**src/rtl/mem_stage_if.sv**
```systemverilog
// rtl/mem_stage_if.sv - EX/MEM/WB handshake and data bus seen by the MEM stage
interface mem_stage_if;
   logic         mem_allowin;
   logic         ex_to_mem_valid;
   logic [108:0] ex_to_mem_wire;
   logic         wb_allowin;
   logic         mem_to_wb_valid;
   logic [69:0]  mem_to_wb_wire;
   logic [31:0]  mul_result;
   logic [31:0]  data_sram_rdata;
   logic [37:0]  mem_rf_zip;

   modport master (
      output mem_allowin,
      output mem_to_wb_valid,
      output mem_to_wb_wire,
      output mem_rf_zip,
      input  ex_to_mem_valid,
      input  ex_to_mem_wire,
      input  wb_allowin,
      input  mul_result,
      input  data_sram_rdata
   );

   modport slave (
      input  mem_allowin,
      input  mem_to_wb_valid,
      input  mem_to_wb_wire,
      input  mem_rf_zip,
      output ex_to_mem_valid,
      output ex_to_mem_wire,
      output wb_allowin,
      output mul_result,
      output data_sram_rdata
   );
endinterface

```
**src/rtl/mem_stage.sv**
```systemverilog
// rtl/mem_stage.sv - LoongArch MEM stage: load alignment, result select, late-data buffering
module mem_stage (
   input  logic        clk,
   input  logic        resetn,
   mem_stage_if.master bus
);
   logic         mem_valid;
   logic         mem_first;
   logic [108:0] ex_to_mem_reg;
   logic [31:0]  rdata_buf;
   logic [31:0]  mul_buf;

   logic         rf_we;
   logic [4:0]   rf_waddr;
   logic [31:0]  pc;
   logic [31:0]  alu_result;
   logic         ld_b, ld_bu, ld_h, ld_hu, ld_w;
   logic         res_from_mul;
   logic         res_from_div;
   logic [31:0]  div_result;

   logic [31:0]  src_word;
   logic [31:0]  mul_value;
   logic [31:0]  shifted;
   logic [7:0]   byte_value;
   logic [15:0]  half_value;
   logic [31:0]  load_value;
   logic [31:0]  final_result;
   logic [1:0]   off;

   assign {rf_we, rf_waddr, pc, alu_result, ld_b, ld_bu, ld_h, ld_hu, ld_w,
           res_from_mul, res_from_div, div_result} = ex_to_mem_reg;
   assign off = alu_result[1:0];

   assign bus.mem_allowin     = ~mem_valid | bus.wb_allowin;
   assign bus.mem_to_wb_valid = mem_valid;

   always_ff @(posedge clk) begin
      if (!resetn) begin
         mem_valid     <= 1'b0;
         mem_first     <= 1'b0;
         ex_to_mem_reg <= '0;
         rdata_buf     <= '0;
         mul_buf       <= '0;
      end else begin
         if (bus.mem_allowin) begin
            mem_valid <= bus.ex_to_mem_valid;
         end
         if (bus.ex_to_mem_valid && bus.mem_allowin) begin
            ex_to_mem_reg <= bus.ex_to_mem_wire;
            mem_first     <= 1'b1;
         end else begin
            mem_first     <= 1'b0;
         end
         // SRAM and multiplier data are only live in the first MEM cycle; keep them for stalls
         if (mem_valid && mem_first) begin
            rdata_buf <= bus.data_sram_rdata;
            mul_buf   <= bus.mul_result;
         end
      end
   end

   always_comb begin
      src_word   = mem_first ? bus.data_sram_rdata : rdata_buf;
      mul_value  = mem_first ? bus.mul_result : mul_buf;
      shifted    = src_word >> {off, 3'b000};
      byte_value = shifted[7:0];
      half_value = off[1] ? src_word[31:16] : src_word[15:0];

      load_value = 32'h0;
      if (ld_w) begin
         load_value = src_word;
      end else if (ld_h) begin
         load_value = {{16{half_value[15]}}, half_value};
      end else if (ld_hu) begin
         load_value = {16'h0, half_value};
      end else if (ld_b) begin
         load_value = {{24{byte_value[7]}}, byte_value};
      end else if (ld_bu) begin
         load_value = {24'h0, byte_value};
      end

      if (ld_w | ld_h | ld_hu | ld_b | ld_bu) begin
         final_result = load_value;
      end else if (res_from_mul) begin
         final_result = mul_value;
      end else if (res_from_div) begin
         final_result = div_result;
      end else begin
         final_result = alu_result;
      end
   end

   assign bus.mem_to_wb_wire = {rf_we, rf_waddr, pc, final_result};
   assign bus.mem_rf_zip     = {rf_we & mem_valid, rf_waddr, final_result};
endmodule

```
**src/flat_wrapper.sv**
```systemverilog
// flat-port wrapper written by rule: the top's interface ports become plain ports
module mem_stage_flat 
  (clk, resetn, bus_mem_allowin, bus_mem_to_wb_valid, bus_mem_to_wb_wire, bus_mem_rf_zip, bus_ex_to_mem_valid, bus_ex_to_mem_wire, bus_wb_allowin, bus_mul_result, bus_data_sram_rdata);
  mem_stage_if bus_i ();
  input  logic clk;
  input  logic resetn;
  output wire logic [$bits(bus_i.mem_allowin)-1:0] bus_mem_allowin;
  output wire logic [$bits(bus_i.mem_to_wb_valid)-1:0] bus_mem_to_wb_valid;
  output wire logic [$bits(bus_i.mem_to_wb_wire)-1:0] bus_mem_to_wb_wire;
  output wire logic [$bits(bus_i.mem_rf_zip)-1:0] bus_mem_rf_zip;
  input wire logic [$bits(bus_i.ex_to_mem_valid)-1:0] bus_ex_to_mem_valid;
  input wire logic [$bits(bus_i.ex_to_mem_wire)-1:0] bus_ex_to_mem_wire;
  input wire logic [$bits(bus_i.wb_allowin)-1:0] bus_wb_allowin;
  input wire logic [$bits(bus_i.mul_result)-1:0] bus_mul_result;
  input wire logic [$bits(bus_i.data_sram_rdata)-1:0] bus_data_sram_rdata;
  assign bus_mem_allowin = bus_i.mem_allowin;
  assign bus_mem_to_wb_valid = bus_i.mem_to_wb_valid;
  assign bus_mem_to_wb_wire = bus_i.mem_to_wb_wire;
  assign bus_mem_rf_zip = bus_i.mem_rf_zip;
  assign bus_i.ex_to_mem_valid = bus_ex_to_mem_valid;
  assign bus_i.ex_to_mem_wire = bus_ex_to_mem_wire;
  assign bus_i.wb_allowin = bus_wb_allowin;
  assign bus_i.mul_result = bus_mul_result;
  assign bus_i.data_sram_rdata = bus_data_sram_rdata;
  mem_stage u_core (.clk(clk), .resetn(resetn), .bus(bus_i));
endmodule
```
**config.mk**
```make
export PLATFORM = sky130hd
export DESIGN_NAME = mem_stage_flat
export DESIGN_NICKNAME = d
export VERILOG_FILES = /design/src/rtl/mem_stage_if.sv /design/src/rtl/mem_stage.sv /design/src/flat_wrapper.sv
export SDC_FILE = /design/constraint.sdc
export NUM_CORES = 1
export LEC_CHECK = 0
export ABC_AREA = 0
export CAP_MARGIN = 20
export CORE_MARGIN = 1
export CORE_UTILIZATION = 51
export DETAILED_ROUTE_END_ITERATION = 16
export GPL_ROUTABILITY_DRIVEN = 0
export GPL_TIMING_DRIVEN = 0
export PLACE_DENSITY = 0.89
export SLEW_MARGIN = 20
export SYNTH_ARGS = -nofsm -noshare
export SYNTH_HDL_FRONTEND = slang
export SYNTH_SLANG_ARGS = --single-unit
```
**constraint.sdc**
```tcl
create_clock -name clk -period 8.58 [get_ports clk]
set_input_delay 2.574 -clock clk [delete_from_list [all_inputs] [get_ports clk]]
set_output_delay 2.574 -clock clk [all_outputs]
set_load 0.02 [all_outputs]
```
Yosys cells after proc, flatten, opt, wreduce, memory -nomap -nowiden
Index checks and enable logic that the tools add are counted.

operators by class
  shifts and indexed selects = 1
  muxes and demuxes = 12
  bitwise gates (word level) = 7
  reductions and logical operators = 2

operators with widths
  kind                         number
  two-way mux 32 bit           9
  right shift 32 x 5 -> 8 bit  1
  two-way mux 16 bit           1
  two-way mux 8 bit            1
  bitwise OR 1 bit             5
  logical AND 1 bit            2
  AND 1 bit                    1
  two-way mux 1 bit            1
  inverter 1 bit               1

word-level totals
  bits in registers = 175
  input bits = 177
  output and inout port bits = 110
  word-level logic and storage cells = 27

Logic depth before layout (Yosys ltp)
  depth after elaboration = 8
  mapped depth = 9
  mapped depth without buffers = 4

Least setup slack after synthesis
No wires, ideal clock.

  kind = input to output
  from = in bus_data_sram_rdata[31]
  to = out bus_mem_to_wb_wire[23]
  arrival = 3.948 ns
  data required time = 6.006 ns
  path slack = 2.058 ns
  stages = 6
  path buffers = 2
  path through = mux4_2 o21ai_1 a21oi_2 buf_6 a221o_1 buf_4

on the way
  longest elaborated chain between the ends = 7
  elaborated cells on any way between the ends = 8
  those cells by class = shift: 1; mux: 7

RTL lines
  item                         line                RTL
  start, declared              flat_wrapper.sv:15  input wire logic [$bits(bus_i.data_sram_rdata)-1:0] bus_data_sram_rdata;
  two-way mux 32 bit (*)       mem_stage.sv:64     src_word = mem_first ? bus.data_sram_rdata : rdata_buf;
  right shift 32 x 5 -> 8 bit  mem_stage.sv:66     shifted = src_word >> {off, 3'b000};
  two-way mux 32 bit           mem_stage.sv:77     end else if (ld_b) begin
  two-way mux 32 bit           mem_stage.sv:75     end else if (ld_hu) begin
  two-way mux 32 bit (*)       mem_stage.sv:73     end else if (ld_h) begin
  two-way mux 32 bit (*)       mem_stage.sv:71     if (ld_w) begin
  two-way mux 32 bit (*)       mem_stage.sv:83     if (ld_w | ld_h | ld_hu | ld_b | ld_bu) begin
  end, declared                flat_wrapper.sv:9   output wire logic [$bits(bus_i.mem_to_wb_wire)-1:0] bus_mem_to_wb_wire;

Mark *: on every way between the ends. The rest lies on a longest branch, timed or not.

Worst setup path after layout
  from = in bus_data_sram_rdata[23]
  to = out bus_mem_to_wb_wire[29]

on the way
  longest elaborated chain between the ends = 7

RTL lines
  item                         line
  two-way mux 32 bit           mem_stage.sv:64
  right shift 32 x 5 -> 8 bit  mem_stage.sv:66
  two-way mux 32 bit           mem_stage.sv:77
  two-way mux 32 bit           mem_stage.sv:75
  two-way mux 32 bit           mem_stage.sv:73
  two-way mux 32 bit           mem_stage.sv:71
  two-way mux 32 bit           mem_stage.sv:83

Every way passes these cells.

==> summary.md <==
| Metric | Value |
|---|---|
| Status | `finished clean` |
| Core area | `0.01748 mm²` |
| Horiz. Die Dim | `136.6 µm` |
| Global-route wire length before repair | `between 40,000 and 50,000 µm` |
| Starting density of the core | `a little over half` |
| Yosys warns | `0` |
| Num rows | `48` |
| Fin. max-slew vios | `0` |
| Share of the synthesized area in the top cell type | `a little under two fifths` |
| Final setup violation count | `0` |
| RSZ-0062 raised after global routing | `false` |
| PD cells | `roughly 170 mW/mm²` |
| Ports | `287` |
| Critical Path RT | `about 6.0 ns` |
| Slew headroom | `about three fifths` |
| Worst-path clk slew | `about 0.060 ns` |
| Antenna Violating Nets Remaining | `0` |
| Peak VDD IR | `approximately 0.15 mV` |
| Worst Hold Class | `reg2reg` |
| Crit share post-route | `just under 90%` |
| Final hold violation count | `0` |
| Final Skew | `between 0.006 and 0.007 ns` |
| Setup ws final | `between 0.9 and 1 ns` |
| Post-route cell area | `roughly 0.013 mm²` |
| CTS tree | `done` |
| CTS Buf Count | `17` |
| Drt total wl | `slightly below 30,000 µm` |
| CTS root buf | `clkbuf_16` |
| Setup TNS | `0 ns` |
| Residual DRC | `0` |
| Number of flip-flops in the largest register | `approximately 110` |
| Pin count of the biggest net entering global routing | `17` |
| Net Count, Synth | `1,293` |
| Congestion Overflow GR | `0` |
| Syn Inst Count | `around 1,100` |
| Post-CTS Hold Fix Bufs | `0` |
| R2r setup slk | `approximately 6.6 ns` |
| Avg Inst Size Synth | `approximately 8.3 µm²` |
| Gates resized, CTS repair | `0` |
| Vias in the first global route | `around 8,600` |
| CTS H-tree lvls | `4` |
| Global Route Usage Sum | `about a third` |
| Drt wl/cell | `between 15 and 20 µm` |
| Drt first pass iters | `11` |
| Commonest cells after routing, fill and taps aside | `nand2_1 (358), clkdlybuf4s50_1 (285), dfxtp_1 (175)` |
| Layout cell share with drive strength beyond 1 | `between 10% and 20%` |
| Critical path class | `in2out` |
| Placed inst area | `0.01237 mm²` |
| Fmax | `between 100 and 150 MHz` |
| DPL Wire Length | `around 22,000 µm` |
| Fillers | `~1,300` |
| Worst-path maximum fanout | `10` |
| Deepest clock path buffer count | `2` |
| Commonest non-fill, non-tap cell in the layout | `nand2_1` |
| Initial DRC count | `752` |
| Die Y | `136.6 µm` |
| Register area share after synthesis | `about 38%` |
| Worst-Margin Slew | `between 0.5 and 0.6 ns` |
| Leading area contributor after synthesis | `dfxtp_1` |
| Crit path arrival time | `5.05 ns` |
| Die area | `roughly 0.019 mm²` |
| CTS sink cnt | `175` |
| Place WS | `about 1 ns` |
| Synthesis-stage register bit count | `approximately 180` |
| Synthesis-to-layout area growth | `40.68%` |
| Max Cap Viol | `0` |
| CP startpoint kind | `input pin` |
| Leakage | `just under 5 nW` |
| Worst-Skew Late Latency | `between 0.4 and 0.5 ns` |
| Post-synthesis cell type count | `41` |
| Via/cell ratio | `approximately 5.4` |
| Vias post-DR | `around 9,000` |
| Nets@finish | `~1,600` |
| Setup Buffers After CTS | `0` |
| Antenna violations before repair | `0` |
| Worst setup EP type | `output pin` |
| Main area contributors after synthesis | `dfxtp_1 (38%), nand2_1 (15%), a21boi_0 (14%)` |
| Period minus WS final | `approximately 7.6 ns` |
| Port bufs | `roughly 290` |
| Mapped Area | `a little over 0.009 mm²` |
## per-layer routing
metal | wire (µm) | GRT usage, %
met2 | 14020 | 53.44
met3 | 2939 | 9.037
met5 | 0 | 0
met1 | 11310 | 37.21
met4 | 1086 | 13.77
## worst max-delay path, stage by stage
cell	delay [ns]
clkdlybuf4s50_1	0.51
mux4_2	0.55
nand4b_1	0.14
a21oi_2	0.13
buf_6	0.16
a221o_1	0.31
buf_4	0.15
clkdlybuf4s50_1	0.53
## path summary, 6_finish.rpt
path	cells past startpoint	startpoint	endpoint
worst max-delay path	8	bus_data_sram_rdata[23]	bus_mem_to_wb_wire[29]
worst min-delay path	2	u_core.ex_to_mem_reg[101]$_SDFFE_PN0P_	u_core.ex_to_mem_reg[101]$_SDFFE_PN0P_
worst max register to register	7	u_core.bus.mem_to_wb_valid$_SDFFE_PN0N_	u_core.ex_to_mem_reg[104]$_SDFFE_PN0P_
worst min register to register	2	u_core.ex_to_mem_reg[101]$_SDFFE_PN0P_	u_core.ex_to_mem_reg[101]$_SDFFE_PN0P_
## cell families after synthesis
logic type / after synthesis / synth area share, %
DFF: 175 / 37.94
and+or+nand+nor: 397 / 17.03
buffers and inverters: 164 / 10.62
muxes: 106 / 12.72
AOI/OAI and AO/OA: 274 / 21.68
## through the flow
stage	total power [W]	cells	hold slack [ns]	utilization, %
after floorplan	0.001182	1116	0.4354	-
after global placement	0.001431	1626	0.4422	70.77
after detailed placement	0.001441	1626	0.4477	70.77
after CTS	0.002250	1658	0.4571	74.31
after global routing	0.002334	1658	0.4796	74.31
final	0.002248	1659	0.4579	74.33
## area by class of cell
cell class / instances / area, µm² / share of cell area (%)
diodes: 1 / 2.502 / 0.01926
plain buffers: 162 / 973.4 / 7.494
clock buffers: 18 / 439.2 / 3.381
clock inverters: 14 / 180.2 / 1.387
inverters: 2 / 7.507 / 0.05779
multi-input cells: 777 / 4750 / 36.56
flip-flops and latches: 175 / 3503 / 26.97
well taps: 225 / 281.5 / 2.167
repair buffers: 285 / 2853 / 21.96
## power breakdown
| part | switching, W | leakage [nW] | total, W | internal [W] |
|---|---|---|---|---|
| registers | 0.0000209 | 1.43 | 0.000871 | 0.000850 |
| clock network | 0.000344 | 0.304 | 0.000816 | 0.000472 |
| logic | 0.000274 | 3.17 | 0.000561 | 0.000287 |
## synthesized netlist by cell type, drive strengths merged
master and count:
mux4 2, and3b 1, a21boi 174, o311ai 1
o21ai 3, nor3b 1, or2 1, a22oi 7
and2 3, nor2b 17, buf 110, a41oi 1
dfxtp 175, o22ai 7, nor2 10, and3 2
inv 1, clkinv 1, nand2 359, a21oi 39
clkbuf 52, nand4b 1, o221ai 8, nand2b 1
a21o 1, mux2i 51, nand3 1, a211oi 16
mux2 53, a221o 17
No activity file was read; power rests on OpenSTA's default activity.
